===== src/rtl/bcd_digit_converter.sv =====
// rtl/bcd_digit_converter.sv - iterative double-dabble binary to BCD converter
// Optional leading-zero blanking mask: define BCD_LEADING_ZERO_BLANK_EN.
module bcd_digit_converter #(
   parameter int INPUT_WIDTH      = 14,
   parameter int NUMBER_OF_DIGITS = 5
) (
   input  logic                          CLK_50,
   input  logic                          resetN,
   input  logic                          start,
   input  logic [INPUT_WIDTH-1:0]        bin_in,
   output logic                          busy,
   output logic                          done,
   output logic [4*NUMBER_OF_DIGITS-1:0] bcd_out,
   output logic                          overflow,
   output logic [NUMBER_OF_DIGITS-1:0]   blank_mask
);

   localparam int BW = 4 * NUMBER_OF_DIGITS;
   localparam int CW = $clog2(INPUT_WIDTH + 1);

   typedef enum logic {IDLE, SHIFT} state_t;

   state_t                 state_q, state_d;
   logic [INPUT_WIDTH-1:0] shift_q, shift_d;
   logic [BW-1:0]          work_q, work_d;
   logic                   ovf_work_q, ovf_work_d;
   logic [CW-1:0]          cnt_q, cnt_d;
   logic                   busy_q, busy_d;
   logic                   done_q, done_d;
   logic [BW-1:0]          bcd_q, bcd_d;
   logic                   ovf_q, ovf_d;

   logic [BW-1:0]             adj;
   logic [BW+INPUT_WIDTH-1:0] cat;
   logic [BW+INPUT_WIDTH-1:0] step;

   function automatic logic [3:0] add3(input logic [3:0] d);
      return (d >= 4'd5) ? d + 4'd3 : d;
   endfunction

   always_comb begin
      state_d    = state_q;
      shift_d    = shift_q;
      work_d     = work_q;
      ovf_work_d = ovf_work_q;
      cnt_d      = cnt_q;
      busy_d     = busy_q;
      done_d     = 1'b0;
      bcd_d      = bcd_q;
      ovf_d      = ovf_q;

      adj = '0;
      for (int i = 0; i < NUMBER_OF_DIGITS; i++) begin
         adj[4*i +: 4] = add3(work_q[4*i +: 4]);
      end
      cat  = {adj, shift_q};
      step = {cat[BW+INPUT_WIDTH-2:0], 1'b0};

      case (state_q)
         IDLE: begin
            if (start) begin
               state_d    = SHIFT;
               shift_d    = bin_in;
               work_d     = '0;
               ovf_work_d = 1'b0;
               cnt_d      = CW'(INPUT_WIDTH);
               busy_d     = 1'b1;
            end
         end
         SHIFT: begin
            work_d     = step[BW+INPUT_WIDTH-1:INPUT_WIDTH];
            shift_d    = step[INPUT_WIDTH-1:0];
            // a carry out of the top digit means the value needs more digits
            ovf_work_d = ovf_work_q | cat[BW+INPUT_WIDTH-1];
            cnt_d      = cnt_q - 1'b1;
            if (cnt_q == CW'(1)) begin
               state_d = IDLE;
               busy_d  = 1'b0;
               done_d  = 1'b1;
               bcd_d   = work_d;
               ovf_d   = ovf_work_d;
            end
         end
         default: state_d = IDLE;
      endcase
   end

   always_ff @(posedge CLK_50 or negedge resetN) begin
      if (!resetN) begin
         state_q    <= IDLE;
         shift_q    <= '0;
         work_q     <= '0;
         ovf_work_q <= 1'b0;
         cnt_q      <= '0;
         busy_q     <= 1'b0;
         done_q     <= 1'b0;
         bcd_q      <= '0;
         ovf_q      <= 1'b0;
      end else begin
         state_q    <= state_d;
         shift_q    <= shift_d;
         work_q     <= work_d;
         ovf_work_q <= ovf_work_d;
         cnt_q      <= cnt_d;
         busy_q     <= busy_d;
         done_q     <= done_d;
         bcd_q      <= bcd_d;
         ovf_q      <= ovf_d;
      end
   end

`ifdef BCD_LEADING_ZERO_BLANK_EN
   logic [NUMBER_OF_DIGITS-1:0] blank_q, blank_d;
   logic                        zero_above;

   // digit 0 is never blanked so a zero value still shows one "0"
   always_comb begin
      blank_d    = blank_q;
      zero_above = 1'b1;
      if (done_d) begin
         blank_d = '0;
         for (int i = NUMBER_OF_DIGITS - 1; i >= 1; i--) begin
            zero_above = zero_above & (work_d[4*i +: 4] == 4'd0);
            blank_d[i] = zero_above;
         end
      end
   end

   always_ff @(posedge CLK_50 or negedge resetN) begin
      if (!resetN) begin
         blank_q <= '0;
      end else begin
         blank_q <= blank_d;
      end
   end

   assign blank_mask = blank_q;
`else
   assign blank_mask = '0;
`endif

   assign busy     = busy_q;
   assign done     = done_q;
   assign bcd_out  = bcd_q;
   assign overflow = ovf_q;

endmodule


===== config.mk =====
export PLATFORM = sky130hd
export DESIGN_NAME = bcd_digit_converter
export DESIGN_NICKNAME = d
export VERILOG_FILES = /design/src/rtl/bcd_digit_converter.sv
export SDC_FILE = /design/constraint.sdc
export NUM_CORES = 1
export LEC_CHECK = 0
export BUFFER_PORTS_ARGS = -buffer_cell sky130_fd_sc_hd__buf_2
export CAP_MARGIN = 40
export CORE_ASPECT_RATIO = 1.2
export CORE_MARGIN = 4
export CORE_UTILIZATION = 27
export CTS_BUF_LIST = sky130_fd_sc_hd__clkbuf_16
export DETAILED_ROUTE_END_ITERATION = 6
export SYNTH_ARGS = -nofsm -noshare
export SYNTH_HDL_FRONTEND = slang
export SYNTH_SLANG_ARGS = --single-unit

===== constraint.sdc =====
create_clock -name CLK_50 -period 3.1 [get_ports CLK_50]
set_input_delay 0.465 -clock CLK_50 [delete_from_list [all_inputs] [get_ports CLK_50]]
set_output_delay 0.465 -clock CLK_50 [all_outputs]
set_load 0.02 [all_outputs]

# == After elaboration in Yosys (flattened, before gate mapping) ==
# Index checks and enable logic that the tools add are counted.
# classes
n_addsub,6
order_cmp,5
eq_ne,3
mux,21
bitwise_logic,2
reduce_logical,2
# op_table
cell,n
$pmux W20 S2,1
$pmux W14 S2,1
$mux W4,6
$add A4 B2 Y4 const B,5
$ge A4 B3 Y1 const B,5
$mux W20,1
$mux W14,1
$pmux W4 S2,1
$mux W1,7
$pmux W1 S2,3
$eq A4 B1 Y1 const B,1
$reduce_and A2 Y1,2
$sub A4 B1 Y4 const B,1
$ne A2 B1 Y1 const B,1
$ne A2 B2 Y1 const B,1
$not A1 Y1,1
$or A1 B1 Y1,1
# word_totals
reg_bits,63
in_bits,17
out_inout_bits,28
wordCells,48

# == Logic depth before layout (Yosys ltp) ==
# Gate-level depths: netlist of the first run.
# depth
depth_word,4
depth_mapped,7
ltp_nobuf,6

# == Worst setup path before layout of the first run ==
# Ideal clock, no wire load.
# synth_timing
kind,reg-to-reg
from,reg cnt_q[1]
to,"reg ovf_q, in the netlist overflow"
setup_time_ns,0.125
arrival_ns,1.434
slack_ns,1.542
stages_incl_launch_ff,6
path_buffers,0
synth_period_minus_slack_ns,1.558
cell_sequence,dfrtp_1 > inv_1 > ha_1 > or4b_4 > inv_2 > mux2_2
# synth_between
elab_chain_cells,2
# synth_rtl
item,line_no,rtl
from (decl),27,"logic [CW-1:0] cnt_q, cnt_d;"
from (signal assigned),104,cnt_q <= cnt_d;
$eq A4 B1 Y1,76,if (cnt_q == CW'(1)) begin
$reduce_and A2 Y1 (no source line),--,
to (signal assigned),108,ovf_q <= ovf_d;
to (decl),31,"logic ovf_q, ovf_d;"
# Every way passes these cells.
# A chain may end at the register's enable or synchronous reset.

# == Final worst setup path of the first run ==
# layout_timing
from,reg state_q
to,"reg ovf_q, in the netlist overflow"
# layout_between
elab_chain_cells,1
# layout_rtl
item,line_no,rtl
from (decl),23,"state_t state_q, state_d;"
from (signal assigned),100,state_q <= state_d;
$reduce_and A2 Y1 (no source line),--,
# Every way passes these cells.

==> summary.md, run 1 <==
| Metric | Value |
|---|---|
| Synth top area cells | `dfrtp_1, nand2_1, ha_1, o21ai_0, mux2i_1` |
| Maximum clock insertion buffer count | `2` |
| WL/cell | `12.6 µm` |
| CTS tree | `done` |
| Core area | `0.0106 mm²` |
| Post-CTS resize count | `0` |
| Yosys warnings | `0` |
| Worst Max-Slew Pin Slew | `551 ps` |
| PwrDens | `1130 mW/mm²` |
| Cell count after placement | `453` |
| Mapped Area | `0.00296 mm²` |
| Top achievable clock speed | `0.486 GHz` |
| Num rows | `41` |
| Die Wd | `104 µm` |
| Post-synthesis async set-or-reset flop share | `100%` |
| Clock transition at the registers of the reported paths | `50 ps` |
| Clock tree root buffer cell | `clkbuf_16` |
| DRC viols | `0` |
| # Post-CTS Setup Buffers | `0` |
| Ratio of cells with drive above 1 in the final layout | `19.4%` |
| Final Hold Viols | `0` |
| Crit path time final | `2060 ps` |
| Largest net degree at the start of global routing | `45` |
| Nets | `364` |
| Chip Height | `123 µm` |
| ANT nets after route | `0` |
| CTS Buf Count | `9` |
| Mean area per synthesized cell | `9.90 µm²` |
| Diodes inserted | `0` |
| CTS H-tree depth | `3` |
| EDFF count, synth | `0` |
| Vias | `2148` |
| CTS sink cnt | `63` |
| Clock skew | `5.78 ps` |
| Max Fanout on Critical Path | `40` |
| Avg Vias per Cell | `4.58` |
| Crit Path Class | `reg -> reg` |
| Tot GR Track Use | `10.0%` |
| Worst min-delay path class | `in -> async` |
| Worst Setup End Kind | `flop` |
| Finished Layout Cells | `469` |
| Dpl hpwl | `4.07 mm` |
| Number of antenna violations at the first check in global routing | `0` |
| Final period util | `66.4%` |
| P_leak | `1.68 nW` |
| Critical path data required time | `3300 ps` |
| Overall routed net length | `5.92 mm` |
| Startpoint types | `flop` |
| Ports | `45` |
| Status | `completed` |
| Most common cell in the netlist | `dfrtp_1` |
| Die area | `0.0127 mm²` |
| Top_reg_cell synth | `dfrtp_1` |
| GRT overflow | `0` |
| Tot Pwr | `4.07 mW` |
| RePlAce Congestion | `0.750` |
| Hold Buf Count CTS | `0` |
| PortBufs | `39` |
| Yosys top cell area share | `53.2%` |
| Synthesis-stage register bit count | `63` |
| Final setup viols | `0` |
| Distinct cells, synth | `26` |
| DR iter-0 viols | `73` |
| Arr. time, crit path | `2260 ps` |
| Clk Latency, worst-skew pair | `320 ps` |
| Vias in the first global route | `2224` |
| Leading area contributor after synthesis | `dfrtp_1` |
| Mapped Cells | `299` |
| First-pass GRT wire length | `10.3 mm` |
| Worst VDD drop | `0.364 mV` |
| Maxcap violations | `0` |
| Seq/Total Area, Yosys | `53.2%` |
| Relative slew slack | `63.3%` |
| Initial core utilization | `27.9%` |
| Layout area overhead | `21.8%` |
| Unrepaired setup endpoints after global routing | `false` |
| Final max-slew violation count | `0` |
| Final setup TNS | `0 ps` |
| 1st-pass router iterations | `4` |
| Top cells by count, synth | `dfrtp_1, nand2_1, o21ai_0` |
final timing paths:
| check | from | to | slack, ps | cells after the start |
|---|---|---|---|---|
| min in group CLK_50 | bin_in[0] | shift_q[0] | 390 | 3 |
| max in group asynchronous | resetN | shift_q[10] | 2090 | 2 |
| max | state_q | overflow | 1040 | 5 |
| min reg2reg | bcd_out[9] | bcd_out[9] | 470 | 2 |
| max reg2reg | state_q | overflow | 1040 | 5 |
| min | resetN | bcd_out[6] | 90 | 1 |
flip-flops by register name, indices dropped and copies added, names as in the netlist:
signal and cells:
overflow 1, busy 1, bcd_out 20, ovf_work_q 1
done 1, cnt_q 4, state_q 1, work_q 20
shift_q 14
kinds of logic (layout without fill, tap and decap cells):
family / Yosys count / count (layout) / share of synthesized area (%)
multiplexers: 20 / 20 / 7.01
other: 1 / 5 / 0.127
buffers and inverters: 36 / 73 / 5.58
XOR/XNOR: 7 / 7 / 2.07
AO/OA/AOI/OAI: 79 / 79 / 14.3
AND/OR/NAND/NOR: 81 / 81 / 12.6
adder cells (fa/ha/maj): 12 / 12 / 5.07
flip-flops: 63 / 63 / 53.2
cell type report:
| class | count | area [µm²] |
|---|---|---|
| clock buffers | 9 | 225 |
| clock inverters | 7 | 111 |
| fillers | 1063 | 7010 |
| inverters | 14 | 52.6 |
| multi-input cells | 204 | 1230 |
| flip-flops and latches | 63 | 1580 |
| well taps | 129 | 161 |
| repair buffers | 43 | 245 |
per-layer routing:
| layer | vias up | track usage [%] | share of wire [%] |
|---|---|---|---|
| met3 | 6 | 4.42 | 6.1 |
| met1 | 1013 | 11.4 | 45 |
| met5 | - | 0 | 0 |
| met4 | 0 | 3.74 | 1.4 |
| li1 | 1088 | - | - |
| met2 | 41 | 16.9 | 48 |
power breakdown:
part | switching [mW] | internal, mW
combinational | 0.885 | 0.633
clock | 0.351 | 0.779
sequential | 0.244 | 1.18
per-stage QoR:
stage	hold slack [ps]	cell area [µm²]	setup WS [ps]	util (%)
CTS	98.8	3610	1020	34.0
finish	89.5	3610	1040	34.0
global placement	440	3240	1050	30.5
floorplan	169	2980	1540	-
detailed placement	447	3270	1030	30.8
global route	122	3610	918	34.0
critical path, cell delays in order (launching register included):
cell and delay [ps]:
dfrtp_1 320, buf_4 310, inv_2 60, or4b_4 750, inv_2 170, mux2_2 340
layout by cell type, fill, tap and decap left out, drive strengths merged, types with 3 or more instances in the layout:
master,n
buf,43
bufinv,3
dfrtp,63
a21oi,19
nand2,55
inv,14
mux2i,14
nand2b,7
nor2,4
clkinv,4
nor3,4
o21ai,39
mux2,6
conb,5
clkbuf,9
ha,12
o22ai,19
xnor2,7
nor3b,9
(Power assumes the default switching activity.)
==> run 2: changes to the inputs <==
Clock period 3.1 ns to 1.9 ns, I/O delays scaled along.
==> run 2 against run 1 <==
- power grew 63%
- critical endpoint is now work_q[18]
- routed wire length down 1.5%
- clock power rose by 64%
- via count up 0.51%
- setup slack lost 830 ps
- clock skew increased by 0.60 ps
==> summary.md, run 2 (synthesis gave the netlist of run 1 again) <==
| Metric | Value |
|---|---|
| Most frequent cells in the layout | `dfrtp_1, nand2_1, buf_2` |
| Worst Setup End Kind | `flop` |
| Clock tree root buffer cell | `clkbuf_16` |
| Top achievable clock speed | `0.593 GHz` |
| Fillers | `1076` |
| Number of antenna violations at the first check in global routing | `0` |
| PwrDens | `1820 mW/mm²` |
| Diodes inserted | `0` |
| ANT nets after route | `0` |
| Max Fanout on Critical Path | `4` |
| Maxcap violations | `0` |
| Worst Hold Slack | `213 ps` |
| Core area | `0.0106 mm²` |
| Crit path time final | `1690 ps` |
| Clock skew | `6.38 ps` |
| Largest net degree at the start of global routing | `42` |
| Worst R2R End | `work_q[18]` |
| Avg Vias per Cell | `4.56` |
| R2R depth | `6` |
| Maximum clock insertion buffer count | `2` |
| Chip Height | `123 µm` |
| Clk Latency, worst-skew pair | `320 ps` |
| Vias in the first global route | `2265` |
| WL/cell | `12.3 µm` |
| Final max-slew violation count | `0` |
| Num rows | `41` |
| Layout area overhead | `23.1%` |
| Die Wd | `104 µm` |
| Die area | `0.0127 mm²` |
| Dpl hpwl | `4.05 mm` |
| GRT overflow | `0` |
| Tot GR Track Use | `10.1%` |
| Critical path data required time | `2140 ps` |
| Clock transition at the registers of the reported paths | `60 ps` |
| Final Hold Viols | `0` |
| Hold EP | `shift_q[0]` |
| Worst min-delay path class | `in -> reg` |
| Cell Chain, Critical Path | `inv_1 > ha_1 > nand2b_1 > a21oi_1 > mux2_2 > o22ai_1` |
| Final setup TNS | `0 ps` |
| Initial core utilization | `27.9%` |
| Ratio of cells with drive above 1 in the final layout | `20.3%` |
| DR iter-0 viols | `45` |
| RePlAce Congestion | `0.747` |
| Crit Path Class | `reg -> reg` |
| 1st-pass router iterations | `4` |
| Vias | `2159` |
| CTS Buf Count | `9` |
| Unrepaired setup endpoints after global routing | `false` |
| Startpoint types | `flop` |
| Status | `completed` |
| Final setup viols | `0` |
| Worst Max-Slew Pin Slew | `558 ps` |
| Arr. time, crit path | `1930 ps` |
| Final period util | `88.8%` |
| P_leak | `1.70 nW` |
| CP peak stage delay | `410 ps` |
| CTS tree | `done` |
| DRC viols | `0` |
| Dpl ws | `230 ps` |
| First-pass GRT wire length | `10.4 mm` |
| Nets | `368` |
| R2r startpoint | `work_q[16]` |
| CP max stage cell | `dfrtp_1` |
| CTS sink cnt | `63` |
| Overall routed net length | `5.83 mm` |
| Hold path depth | `3` |
| Ports | `45` |
| Relative slew slack | `62.8%` |
| R2r setup slk | `210 ps` |
| Hold wc startpoint | `bin_in[0]` |
| Final worst slack | `213 ps` |
| Worst VDD drop | `0.584 mV` |
| CTS H-tree depth | `3` |
| Post-CTS resize count | `0` |
| Commonest non-fill, non-tap cell in the layout | `dfrtp_1` |
| PortBufs | `39` |
run 2: changes by cell type in the layout (fill, tap and decap cells not counted):
cell           previous run  this run
clkinv_2                  1         2
buf_12                    0         2
clkinvlp_4                0         1
dlygate4sd3_1             0         1
buf_4                     3         5
clkinv_4                  1         0
buf_16                    1         0
clkinv_1                  2         1
run 2: worst max path at each step:
stage / start / end / slack [ps] / depth (start not counted)
final: work_q[16] / work_q[18] / 210 / 6
after global routing: work_q[4] / bcd_out[6] / 70 / 6
after CTS: work_q[16] / work_q[18] / 200 / 6
after detailed placement: work_q[16] / work_q[18] / 230 / 6
after global placement: work_q[16] / work_q[18] / 290 / 6
after floorplan: cnt_q[1] / overflow / 340 / 5
run 2: worst max-delay path, delay by kind of cell (launching register included):
family,cells,cell delay (ps)
simple gates,1,80
flops,1,410
compound gates,2,420
fa+ha+maj,1,190
buf+inv,1,100
mux,1,390
run 2: repair_timing:
item	in CTS	in global routing
endpoints found under the setup margin	0	0
endpoints found under the hold margin	19	0
hold buffers	1	0
setup buffers	0	0
run 2: stage by stage:
stage	cell area, µm²	util, %	power (mW)	cells
2_1_floorplan	2980	-	4.18	303
3_3_place_gp	3300	31.1	4.76	456
3_5_place_dp	3300	31.1	4.87	456
4_1_cts	3640	34.3	6.76	473
5_1_grt	3640	34.3	7.21	473
6_report	3640	34.3	6.65	473
run 2: final cells by class:
class | instances | area [µm²] | area share, %
flip-flops and latches | 63 | 1580 | 43.3
multi-input cells | 204 | 1230 | 33.9
repair buffers | 47 | 283 | 7.76
clock buffers | 9 | 225 | 6.18
well taps | 129 | 161 | 4.43
clock inverters | 7 | 111 | 3.06
inverters | 14 | 52.6 | 1.44
run 2: per-layer routing:
metal	global-route usage, %	share of wire (%)	vias to the layer above
met3	3.84	5.6	7
met5	0	0	-
met1	11.8	47	1016
met4	3.82	1.4	0
met2	17.1	46	39
li1	-	-	1097
run 2: power by group:
group / total (mW) / leakage [nW] / switching, mW / internal [mW]
Clock: 1.85 / 0.163 / 0.582 / 1.27
Sequential: 2.34 / 0.797 / 0.407 / 1.93
Combinational: 2.46 / 0.735 / 1.42 / 1.04
